--- src/rtl/sap_cpu_core.sv ---
// Multi-cycle accumulator CPU with a loadable internal RAM, an explicit fetch/execute
// sequencer, carry/zero flags, conditional jumps and run/halt control.
module sap_cpu_core #(
    parameter int DATA_W = 8,
    parameter int ADDR_W = 4
) (
    input  logic              clk,
    input  logic              rst,
    input  logic              run,
    input  logic              prog_we,
    input  logic [ADDR_W-1:0] prog_addr,
    input  logic [DATA_W-1:0] prog_wdata,
    output logic [DATA_W-1:0] out_data,
    output logic              out_valid,
    output logic              halted,
    output logic              carry,
    output logic              zero,
    output logic [ADDR_W-1:0] pc
);

    localparam logic [2:0] ST_IDLE = 3'd0;
    localparam logic [2:0] ST_F0   = 3'd1;
    localparam logic [2:0] ST_F1   = 3'd2;
    localparam logic [2:0] ST_E1   = 3'd3;
    localparam logic [2:0] ST_E2   = 3'd4;
    localparam logic [2:0] ST_E3   = 3'd5;
    localparam logic [2:0] ST_HALT = 3'd6;

    localparam logic [3:0] OP_LDA = 4'h1;
    localparam logic [3:0] OP_ADD = 4'h2;
    localparam logic [3:0] OP_SUB = 4'h3;
    localparam logic [3:0] OP_STA = 4'h4;
    localparam logic [3:0] OP_LDI = 4'h5;
    localparam logic [3:0] OP_JMP = 4'h6;
    localparam logic [3:0] OP_JC  = 4'h7;
    localparam logic [3:0] OP_JZ  = 4'h8;
    localparam logic [3:0] OP_OUT = 4'hE;
    localparam logic [3:0] OP_HLT = 4'hF;

    localparam logic [ADDR_W-1:0] PC_INC = {{(ADDR_W-1){1'b0}}, 1'b1};

    logic [2:0]        state_r;
    logic [2:0]        next_state_s;
    logic [ADDR_W-1:0] pc_r;
    logic [ADDR_W-1:0] mar_r;
    logic [DATA_W-1:0] a_r;
    logic [DATA_W-1:0] b_r;
    logic [DATA_W-1:0] ir_r;
    logic [DATA_W-1:0] out_data_r;
    logic              out_valid_r;
    logic              halted_r;
    logic              carry_r;
    logic              zero_r;
    logic [DATA_W-1:0] mem_r [2**ADDR_W];

    logic [3:0]        opcode_s;
    logic [ADDR_W-1:0] operand_s;
    logic [DATA_W-1:0] rd_data_s;
    logic [DATA_W:0]   sum_s;
    logic [DATA_W-1:0] diff_s;
    logic              mem_we_s;
    logic [ADDR_W-1:0] mem_waddr_s;
    logic [DATA_W-1:0] mem_wdata_s;

    assign opcode_s  = ir_r[DATA_W-1 -: 4];
    assign operand_s = ir_r[ADDR_W-1:0];
    assign rd_data_s = mem_r[mar_r];
    assign sum_s     = {1'b0, a_r} + {1'b0, b_r};
    assign diff_s    = a_r - b_r;

    // Bits between opcode and operand carry no meaning in the encoding.
    generate
        if (DATA_W > ADDR_W + 4) begin : g_ir_pad
            logic unused_ir_s;
            assign unused_ir_s = ^ir_r[DATA_W-5:ADDR_W];
        end
    endgenerate

    // Sequencer next-state decode.
    always_comb begin
        next_state_s = state_r;
        case (state_r)
            ST_IDLE: begin
                if (run) next_state_s = ST_F0;
                else     next_state_s = ST_IDLE;
            end
            ST_F0: begin
                if (run) next_state_s = ST_F1;
                else     next_state_s = ST_IDLE;
            end
            ST_F1: next_state_s = ST_E1;
            ST_E1: begin
                case (opcode_s)
                    OP_LDA, OP_ADD, OP_SUB, OP_STA: next_state_s = ST_E2;
                    OP_HLT:                         next_state_s = ST_HALT;
                    default:                        next_state_s = ST_F0;
                endcase
            end
            ST_E2: begin
                case (opcode_s)
                    OP_ADD, OP_SUB: next_state_s = ST_E3;
                    default:        next_state_s = ST_F0;
                endcase
            end
            ST_E3:   next_state_s = ST_F0;
            ST_HALT: next_state_s = ST_HALT;
            default: next_state_s = ST_IDLE;
        endcase
    end

    // RAM write port arbitration: core STA in E2, external load only while stopped.
    always_comb begin
        mem_we_s    = 1'b0;
        mem_waddr_s = prog_addr;
        mem_wdata_s = prog_wdata;
        if ((state_r == ST_E2) && (opcode_s == OP_STA)) begin
            mem_we_s    = 1'b1;
            mem_waddr_s = mar_r;
            mem_wdata_s = a_r;
        end else if (prog_we && ((state_r == ST_IDLE) || (state_r == ST_HALT))) begin
            mem_we_s    = 1'b1;
            mem_waddr_s = prog_addr;
            mem_wdata_s = prog_wdata;
        end else begin
            mem_we_s    = 1'b0;
        end
    end

    // Program/data RAM; contents survive reset.
    always_ff @(posedge clk) begin
        if (mem_we_s) mem_r[mem_waddr_s] <= mem_wdata_s;
    end

    // Sequencer state register.
    always_ff @(posedge clk or posedge rst) begin
        if (rst) state_r <= ST_IDLE;
        else     state_r <= next_state_s;
    end

    // Datapath registers, flags and output strobe.
    always_ff @(posedge clk or posedge rst) begin
        if (rst) begin
            pc_r        <= {ADDR_W{1'b0}};
            mar_r       <= {ADDR_W{1'b0}};
            a_r         <= {DATA_W{1'b0}};
            b_r         <= {DATA_W{1'b0}};
            ir_r        <= {DATA_W{1'b0}};
            out_data_r  <= {DATA_W{1'b0}};
            out_valid_r <= 1'b0;
            halted_r    <= 1'b0;
            carry_r     <= 1'b0;
            zero_r      <= 1'b0;
        end else begin
            out_valid_r <= 1'b0;
            halted_r    <= (next_state_s == ST_HALT);
            case (state_r)
                ST_F0: begin
                    if (run) mar_r <= pc_r;
                end
                ST_F1: begin
                    ir_r <= rd_data_s;
                    pc_r <= pc_r + PC_INC;
                end
                ST_E1: begin
                    case (opcode_s)
                        OP_LDA, OP_ADD, OP_SUB, OP_STA: mar_r <= operand_s;
                        OP_LDI: a_r  <= {{(DATA_W-ADDR_W){1'b0}}, operand_s};
                        OP_JMP: pc_r <= operand_s;
                        OP_JC: begin
                            if (carry_r) pc_r <= operand_s;
                        end
                        OP_JZ: begin
                            if (zero_r) pc_r <= operand_s;
                        end
                        OP_OUT: begin
                            out_data_r  <= a_r;
                            out_valid_r <= 1'b1;
                        end
                        default: ;
                    endcase
                end
                ST_E2: begin
                    case (opcode_s)
                        OP_LDA:         a_r <= rd_data_s;
                        OP_ADD, OP_SUB: b_r <= rd_data_s;
                        default: ;
                    endcase
                end
                ST_E3: begin
                    // SUB carry means "no borrow", i.e. A >= B unsigned.
                    if (opcode_s == OP_SUB) begin
                        a_r     <= diff_s;
                        carry_r <= (a_r >= b_r);
                        zero_r  <= (diff_s == {DATA_W{1'b0}});
                    end else begin
                        a_r     <= sum_s[DATA_W-1:0];
                        carry_r <= sum_s[DATA_W];
                        zero_r  <= (sum_s[DATA_W-1:0] == {DATA_W{1'b0}});
                    end
                end
                default: ;
            endcase
        end
    end

    assign out_data  = out_data_r;
    assign out_valid = out_valid_r;
    assign halted    = halted_r;
    assign carry     = carry_r;
    assign zero      = zero_r;
    assign pc        = pc_r;

endmodule

--- config.mk ---
export PLATFORM = sky130hd
export DESIGN_NAME = sap_cpu_core
export DESIGN_NICKNAME = d
export VERILOG_FILES = /design/src/rtl/sap_cpu_core.sv
export SDC_FILE = /design/constraint.sdc
export NUM_CORES = 1
export LEC_CHECK = 0
export BUFFER_PORTS_ARGS = -buffer_cell sky130_fd_sc_hd__buf_2
export CAP_MARGIN = 25
export CORE_MARGIN = 3
export CORE_UTILIZATION = 40
export CTS_CLUSTER_SIZE = 40
export DETAILED_ROUTE_END_ITERATION = 6
export SKIP_CTS_REPAIR_TIMING = 1
export SYNTH_ARGS = -nofsm -noshare
export SYNTH_HDL_FRONTEND = slang
export SYNTH_SLANG_ARGS = --single-unit
--- constraint.sdc ---
create_clock -name clk -period 3.35 [get_ports clk]
set_input_delay 0.5025 -clock clk [delete_from_list [all_inputs] [get_ports clk]]
set_output_delay 0.5025 -clock clk [all_outputs]
set_load 0.05 [all_outputs]
Word level (Yosys, flattened, before mapping)
Memories as Yosys holds them, arrays and structs flattened.
Cells that the tools add are included.
Storage, ports and cells
  flip-flop bits (word level): 47
  RAM bits: 128
  output and inout port bits: 16
  logic and storage cells: 82
  memories: 1
Memory list
  mem_r: depth 16, bits a word 8, read ports 1, clocked after memory_dff 0, wr ports 1, RTL line 54  | logic [DATA_W-1:0] mem_r [2**ADDR_W];
Operators by class
  add/sub/neg operators: 3
  order comparisons: 1
  eq/ne operators: 24
  muxes and demuxes: 26
  reduce and logical (&&, ||, !) cells: 16
Operators with widths (number)
  8-bit 2-to-1 mux: 4
  8-bit case mux with 3 select lines: 1
  3-bit case mux with 7 select lines: 1
  4-bit 2-to-1 mux: 5
  4-bit by 3-bit equality test with 1-bit output (second input constant): 4
  8-bit logical NOT: 2
  4-bit case mux with 2 select lines: 2
  3-bit equality test (second input constant): 4
  4-bit equality test (second input constant): 3
  4-bit case mux with 3 select lines: 1
  8-bit by 8-bit adder with 9-bit output: 1
  1-bit 2-to-1 mux: 9
  4-bit by 2-bit equality test with 1-bit output (second input constant): 2
  8-bit >= comparator: 1
  8-bit subtractor: 1
  3-bit by 2-bit equality test with 1-bit output (second input constant): 2
  2-bit by 1-bit != test with 1-bit output (second input constant): 3
  3-bit != test (second input constant): 2
  3-bit case mux with 2 select lines: 1
  3-bit AND reduction: 2
  4-bit by 1-bit adder with 4-bit output (second input constant): 1
  4-bit by 1-bit equality test with 1-bit output (second input constant): 1
  4-bit by 2-bit != test with 1-bit output (second input constant): 1
  2-bit AND reduction: 2
  other kinds (12): 14

Logic depth before layout (Yosys ltp)
Gate-level depths: netlist of the first run.
  word-level depth: 7
  depth in mapped cells: 10
  depth with buffers taken out: 10

Worst setup path after synthesis of the first run
No wires, ideal clock.
  path kind: flip-flop to flip-flop
  from: register ir_r[4]
  to: memory mem_r[0][0], data pin
  arrival: 2162 ps
  data required time: 3020 ps
  setup slack: 858 ps
  stages on the path, launching flop included: 7
  path buffers: 2
  period minus slack after synthesis: 2492 ps
  path through: dfrtp_1 -> buf_2 -> nor2_1 -> nand2_1 -> or4_1 -> clkbuf_1 -> o21ai_0
Between the ends
  cells in the longest elaborated chain, start to end: 3
Ends and longest elaborated chain
  start, declared: RTL line 48  | logic [DATA_W-1:0] ir_r;
  start signal, assigned: RTL line 147  | ir_r <= {DATA_W{1'b0}};
  start signal, assigned: RTL line 161  | ir_r <= rd_data_s;
  4-bit by 3-bit equality test with 1-bit output: RTL line 116  | if ((state_r == ST_E2) && (opcode_s == OP_STA)) begin
  1-bit logical AND: RTL line 116
  8-bit 2-to-1 mux: RTL line 116
  via mem_wdata_s[0]: RTL line 63  | logic [DATA_W-1:0] mem_wdata_s;
  end, declared: RTL line 54
The timed path passes the listed nets, and every way through them passes these cells.

Final worst setup path of the first run
  from: register ir_r[4]
  to: memory mem_r[6][2], enable pin
Between the ends
  cells in the longest elaborated chain, start to end: 5
  elaborated cells on any way between the ends: 6
Ends and longest elaborated chain
  4-bit by 3-bit equality test with 1-bit output *: RTL line 116
  1-bit logical AND *: RTL line 116
  1-bit 2-to-1 mux: RTL line 116
  1-bit 2-to-1 mux: RTL line 131  | if (mem_we_s) mem_r[mem_waddr_s] <= mem_wdata_s;
  1-bit 2-to-1 mux (implied by the code): RTL line 131
Every way passes the cells marked *; elsewhere a longest branch is shown, timed or not.

==> results list, run 1 <==
- Tot Pwr: 7.294 mW
- Worst setup path startpoint: ir_r[4]
* Delay-heaviest family, CP: simple AND/OR/NAND/NOR gates
* Source-to-sink clock delay at the later pin of the worst-skew pair: 430 ps
- Setup Skew: 9.265 ps
* Number of top-level pins: 32
- In the finished design, the share of the clock period the worst path needs comes to 0.8051.
- Among the stages of the critical path, the cell type that occurs most often is nor2_1.
* Share of cells above drive strength 1: 0.2022
- The die is 149.1 um tall.
- Dividing total power by cell area gives a power density of 790.3 nW/um2.
* Layout overhead on the synthesized area: 12.70%
* Number of CTS-inserted buffers: 17
* Hold Fails Final Rpt: 0
* Commonest cells in the synthesized netlist: edfxtp_1, dfrtp_1, nand2_1, nor2_1, a21oi_1
- After synthesis the cells add up to 8189 um2.
- Starting Density: 0.4140
- Number of cells traversed by the worst hold path: 1
- The clock passes through at most 2 buffers.
- Kind of path behind the tightest hold check: flip-flop to flip-flop
* Number of nets with antenna violations after routing: 0
- The routed design could run at a clock period as short as 2697 ps.
- After floorplanning, the core was sized to cover 19,780 um2.
- Detailed Route Iter0 Violations: 415
* Buffer type at the clock tree root: clkbuf_16
- Category of the worst setup path launch point: flip-flop
- The number of global-route vias before repair came to 4,960.
* Cell Area, Placed: 8667 um2
- Dominant register cell in the synthesized netlist: edfxtp_1
* Final design area excluding fillers: 9229 um2
* Filler cell count in the final layout: 1,753
- Reg-to-reg critical path endpoint: mem_r[6][2]
- TritonCTS built the clock tree.
* Cell types occupying the most area after synthesis: edfxtp_1, dfrtp_1, mux4_2
- Dominant cell by count in the synthesized netlist: edfxtp_1
- The worst register-to-register path begins at ir_r[4].
- The worst setup path is captured at a flip-flop.
* Final slew viol count: 0
* Required time worst endpoint: 3400 ps
- Final routed wirelength across all metal layers: 18,590 um
- Summed over all cells, the static leakage comes to 3.422 nW.
- Vias: 4,982
- CTS saw 175 sinks.
- Critical-path top delay cell: nor2_1
* Post-detailed-route via-to-cell ratio: 5.610
* Routed wire per std cell: 20.94 um
- From left edge to right edge, the die measures 149.1 um.
* Number of unique standard cell types used by synthesis: 61
- The die covers 22,230 um2.
- Yosys reg bits: 175
- Number of nets in the final layout: 645
- Synthesis produced 571 cells.
- Number of enable-type register cells in the synthesized netlist: 128
- Worst slew pin tran: 776.6 ps
- Synthesis produced a netlist with a net count of 606.
* Number of buffers and inverters on the critical path: 0
- Post-Synthesis Mean Instance Area: 14.34 um2
* Setup violations, final: 0
* Number of H-tree levels: 4
- Setup repair after global routing missed its margin: false
* Antenna violations before repair: 0
- The first global-routing pass estimated 28,970 um of wire.
- IR Drop Worst-Case VDD: 0.0003978 V
- Summed over all nets, the half-perimeter wirelength after detailed placement is 13,220 um.
- Of the post-synthesis cell area, the dominant cell type holds 0.4694.
- For the worst flop-to-flop path, the logic depth is 6.
* Number of cells after detailed placement: 855
- For this run, the top clock speed supported by timing is 370.8 MHz.
* Remaining global-route overflow: 0
- Setup slack on the worst reg-to-reg path comes out at 650 ps.
- Count of yosys warnings during synthesis: 0
- Row generation in the floorplan step produced 51 rows.
- Final core area utilization: 0.4665
* Asr flop ratio synth: 0.2686
- The flow ran to the end, and the final reports show no timing, DRC or antenna violations.
* CP max stage delay: 640 ps
- Worst setup path category: flip-flop to flip-flop
* Worst EP arrival: 2750 ps
- MaxCap Viol Count: 0
* Cells along the critical path: nor2_1 -> nand2_1 -> or4_1 -> nor2_1 -> a32oi_1 -> nor2_1
- For the final routed database, the setup TNS stands at 0 ps.
- Along the worst path, the maximum fanout reaches 10.
- The congestion estimate from routability-driven global placement came to 0.9013.
- In this run the tightest slew margin relative to its limit is 0.4803.
- Hold worst-path end: out_data[2]
* Finished Layout Cells: 888
* IO buf count: 31
- Entering global routing, the biggest net connects 42 pins.
- Startpoint of the lowest-slack hold path: out_data[2]
- The repair_antennas step left the layout with diodes totalling 0.
- Number of remaining DRC errors: 0
* GRT Util Overall: 0.1728
- Clock-pin slew was measured on the worst setup and hold paths at 70 ps.
- The share of the Yosys chip area taken by registers is 0.6130.
- Cell taking the most area after synthesis: edfxtp_1
- Pre-antenna DRT Iters: 5
[per-layer routing]
| metal | global-route usage | vias up | routed length, um |
|---|---|---|---|
| met5 | 0 | - | 0 |
| met4 | 0.03799 | 0 | 208 |
| met3 | 0.03768 | 14 | 903 |
| met2 | 0.2892 | 132 | 9273 |
| met1 | 0.2340 | 2570 | 8208 |
| li1 | - | 2266 | - |
[final cells by class]
class	instances	area, um2	area share
clock buffers	18	429.2	0.04650
clock inverters	14	122.6	0.01329
inverters	24	90.09	0.009761
multi-input cells	341	2903	0.3145
flip-flops and latches	175	5020	0.5439
well taps	265	331.6	0.03593
repair buffers	51	332.8	0.03606
[where the power goes]
group          internal, mW  leakage (nW)  total [mW]  switching [mW]
logic                  1.06          1.38        2.51            1.45
clock network         0.981         0.267        1.86           0.884
registers              2.56          1.77        2.91           0.355
[through the flow]
step	setup slack, ps	hold slack, ps
floorplan	857.8	463.1
global placement	754.2	491.5
detailed placement	676.2	417.5
CTS	653.4	-35.42
global route	446.3	514.9
finish	652.9	505.1
[registers in the layout, summed over array words and instances, names as in the netlist]
| signal | count |
|---|---|
| state_r | 3 |
| a_r | 8 |
| mem_r | 128 |
| halted | 1 |
| out_data | 8 |
| out_valid | 1 |
| carry | 1 |
| pc | 4 |
| b_r | 8 |
| mar_r | 4 |
| zero | 1 |
| ir_r | 8 |
[worst max-delay path by stage]
stage                        end  slack [ps]  cells past startpoint
finish               mem_r[6][2]         650                      6
global route        mem_r[15][3]         450                      6
CTS                  mem_r[6][2]         650                      6
detailed placement   mem_r[6][5]         680                      6
global placement     mem_r[2][3]         750                      5
floorplan            mem_r[0][0]         860                      6
[logic make-up after synthesis]
kind of cell             after synthesis  share of synthesized area
AO/OA/AOI/OAI                         95                    0.07578
XOR/XNOR                              12                    0.01283
adder cells (fa/ha/maj)               19                    0.03086
buffers and inverters                 55                    0.03254
flip-flops                           175                     0.6130
multiplexers                          67                     0.1442
AND/OR/NAND/NOR                      148                    0.09076
[cell usage in the layout (no fill, tap or decap), types with 19 or more instances in the layout]
cell	n
mux4_2	19
dfrtp_1	47
inv_1	23
a21oi_1	29
mux2_2	23
edfxtp_1	128
nor2_1	39
nand2_1	46
o21ai_0	22
buf_2	31
Note: power is estimated with default switching activity, not from simulation.
==> run 2, diff against run 1 <==
--- a/config.mk
+++ b/config.mk
@@ -5,6 +5,7 @@
 export SDC_FILE = /design/constraint.sdc
 export NUM_CORES = 1
 export LEC_CHECK = 0
+export ABC_AREA = 1
 export BUFFER_PORTS_ARGS = -buffer_cell sky130_fd_sc_hd__buf_2
 export CAP_MARGIN = 25
 export CORE_MARGIN = 3
==> constraint.sdc (replaced) <==
create_clock -name clk -period 2.7 [get_ports clk]
set_input_delay 0.405 -clock clk [delete_from_list [all_inputs] [get_ports clk]]
set_output_delay 0.405 -clock clk [all_outputs]
set_load 0.05 [all_outputs]
==> run 2 against run 1 <==
- die area up 3.5%
- core utilization fell by 0.10 points
- worst hold slack worse by 260 ps
- sequential share of layout area is 1.9 points lower
- final cell count up 35%
- clock power up 30%
- fmax grew 8.1%
- combinational power up 78%
- non-clock buffer count increased by 6
- critical endpoint is now mem_r[13][3]
- largest cell class unchanged
- largest power group is now combinational cells
==> results list, run 2 <==
- Filler cell count in the final layout: 2,003
- In the synthesized netlist, the number of instances is 879.
- CTS built an H-tree with a depth of 4.
* Worst slack at placement: 228.3 ps
* Routed wire per std cell: 17.84 um
- In this run the vertical extent of the chip is 151.7 um.
* Max FFs per register: 128
* Endpoint kind of the worst setup timing path: flip-flop
- For this design the ratio of total power to cell area is 1086 nW/um2.
- Critical-path maximum fanout: 8
- The worst register-to-register path begins at state_r[0].
* Diode count: 0
* Cell taking the most area after synthesis: edfxtp_1
- Startpoint of the lowest-slack hold path: run
- Setup repair after global routing missed its margin: true
- Row generation in the floorplan step produced 52 rows.
* Number of nets with antenna violations after routing: 0
- Final routed wirelength across all metal layers: 21,450 um
- Dividing the detail-routed via count by the number of cells gives 5.239.
* Cell types occupying the most area after synthesis: edfxtp_1, dfrtp_1, nand2_1
- Leaving out fill and tap cells, the most frequent cell in the layout is nand2_1.
- Global routing finished with a remaining overflow of 0.
* Pre-antenna DRT Iters: 5
* Worst reg-to-reg setup slack: 200 ps
- Clock tree from TritonCTS: built
* Global-route track usage on met2: 0.3244
- STA puts the critical path data required time at 2780 ps.
- Leaving out filler cells and counting taps, the final layout contains 1,202.
* Post-Synthesis Mean Instance Area: 9.654 um2
* Total Negative Setup Slacks: 0 ps
- Max-cap violations in this run came to 0.
* Worst setup path category: flip-flop to flip-flop
* Clock transition time at the flip-flop clock pins of the worst setup and hold paths: 70 ps
- Timing would allow up to 400.7 MHz.
- Starting Density: 0.4127
- The area growth from synthesis to layout is 12.78%.
- After the last flow step, the layout net total stands at 954.
* Worst slew pin tran: 686.8 ps
- Min Clock Period, post-route: 2496 ps
- Clock tree synthesis selected as its root buffer the cell clkbuf_16.
* Number of remaining DRC errors: 0
- Number of unique standard cell types used by synthesis: 45
- The slowest stage of the critical path belongs to the cell nor2_1.
- In the global route stage, met3 resource usage came out at 0.03986.
- IR Drop Worst-Case VDD: 0.0004916 V
- The number of nets in the synthesized netlist is 914.
- Estimated wirelength of the detail-placed design: 15,000 um
- Antenna violations before repair: 0
- STA puts the critical path data arrival time at 2570 ps.
- Of the available clock period, the critical path in the final layout requires 0.9243.
- For this run, the leading register cell type out of synthesis is edfxtp_1.
* Worst rel slew slack: 0.5405
- Commonest cells after routing, fill and taps aside: nand2_1, edfxtp_1, nor2_1
* Die X: 151.7 um
* Reg-to-reg critical path endpoint: mem_r[13][3]
- The commonest cells after synthesis are nand2_1, edfxtp_1, nor2_1, o21ai_0, inv_1.
- Counting cells, the worst reg-to-reg path comes to 7.
- During synthesis, Yosys emitted a total of 0 warnings.
* Asr flop ratio synth: 0.2686
- Placeable core region: 20,560 um2
- In this run the static leakage power is 3.938 nW.
- Maximum buffer depth of the clock tree: 2
* Kind of path behind the tightest hold check: input port to flip-flop
- Hold worst-path end: state_r[0]
* Largest Register: mem_r
* Number of buffers and inverters on the critical path: 1
- Weighted congestion at the end of routability-driven global placement: 0.8436
- Setup WS post-layout: 204.3 ps
- Via count of the first global-routing pass: 6,042
- Setup violations, final: 0
- For this run, the share of the core covered by cells in the final layout is 0.4655.
- The floorplan step defined a die boundary enclosing 23,000 um2.
- Counting the buffers created by CTS gives 17.
* Setup Skew: 14.23 ps
- For this run, the total global-route usage over all layers was measured as 0.1948.
* Cell Area, Synth: 8486 um2
- Cells along the critical path: nor2_1 -> inv_2 -> nor2_1 -> o21ai_0 -> nand2_1 -> nand3_1 -> nor2_1
* Dominant cell by count in the synthesized netlist: nand2_1
- CTS saw 175 sinks.
- The clock reaches the later pin of the worst-skew pair after 440 ps.
* Number of top-level pins: 32
- Part of the Yosys area used for sequential elements: 0.5916
- On the critical path the largest part of the delay comes from simple AND/OR/NAND/NOR gates.
- The number of placed instances, taps included, is 1,169.
- Yosys reg bits: 175
- Input and output buffers added on the ports amount to 31.
- STA classifies the critical path startpoint as a flip-flop.
- Hold Fails Final Rpt: 0
* Global routing's busiest layer: met2
- Number of enable-type register cells in the synthesized netlist: 128
- Met1 Resource Use GR: 0.2593
- Vias: 6,297
* Fraction of post-synthesis cell area in the top cell type by area: 0.4530
- Detailed Route Iter0 Violations: 542
- CP max stage delay: 600 ps
* Share of cells above drive strength 1: 0.1320
- Number of cells traversed by the worst hold path: 3
- Most frequent cell on the critical path: nor2_1
- The final count of pins violating max slew is 0.
- Largest net degree at the start of global routing: 35
- The run finished with clean final reports.
- The first global-routing pass estimated 33,530 um of wire.
run 2: cell types whose count changed in the layout (fill, tap and decap cells not counted), moves of 22 or more:
cell and delta:
o211ai_1 +26, nand2_1 +121, mux2_2 -22, nand3_1 +50, o21ai_0 +69, nor2_1 +88
inv_1 +49
run 2: logic make-up (layout without fill, tap and decap cells):
kind of cell,Yosys count,count (layout),share of synthesized area
compound gates,177,177,0.1187
mux,1,1,0.001327
simple gates,381,381,0.1942
flops,175,175,0.5916
buf+inv,124,177,0.06237
xor+xnor,2,2,0.002065
fa+ha+maj,19,19,0.02978
run 2: final cells by class:
class / instances / area, um2 / share of cell area
Multi-Input combinational cell: 580 / 2937 / 0.3068
Sequential cell: 175 / 5021 / 0.5246
Tap cell: 270 / 337.8 / 0.03530
Clock inverter: 14 / 145.1 / 0.01517
Timing Repair Buffer: 57 / 365.4 / 0.03817
Inverter: 88 / 335.3 / 0.03504
Clock buffer: 18 / 429.2 / 0.04484
run 2: worst register-to-register path: cells and delay by family (launching register included):
kind            cells  cell delay (ps)
flops               1              500
simple gates        5             1340
buf+inv             1               70
compound gates      1              210
run 2: through the flow:
step           hold WS (ps)  area [um2]  power (mW)
6_report              243.5        9570       10.39
5_1_grt               250.8        9570       11.16
4_1_cts              -57.18        9560       10.43
3_5_place_dp          410.3        8986       7.996
3_3_place_gp          412.0        8986       7.977
2_1_floorplan         479.9        8486       6.814
run 2: routing by layer:
layer | share of wire | vias to the layer above
li1 | - | 3071
met2 | 0.48 | 175
met4 | 0.018 | 0
met5 | 0 | -
met3 | 0.057 | 34
met1 | 0.44 | 3017
run 2: how the worst max path moves through the flow:
stage,from,endpoint,slack (ps),depth (start not counted)
after global routing,state_r[0],mem_r[13][5],-10,8
after floorplan,ir_r[5],mem_r[12][0],670,10
after detailed placement,state_r[0],mem_r[13][0],230,7
final,state_r[0],mem_r[13][3],200,7
after CTS,state_r[0],mem_r[13][5],200,7
after global placement,state_r[0],mem_r[13][0],310,7
run 2: power by group:
part / internal (mW) / switching [mW]
Clock: 1.30 / 1.11
Combinational: 1.36 / 3.10
Sequential: 3.23 / 0.297
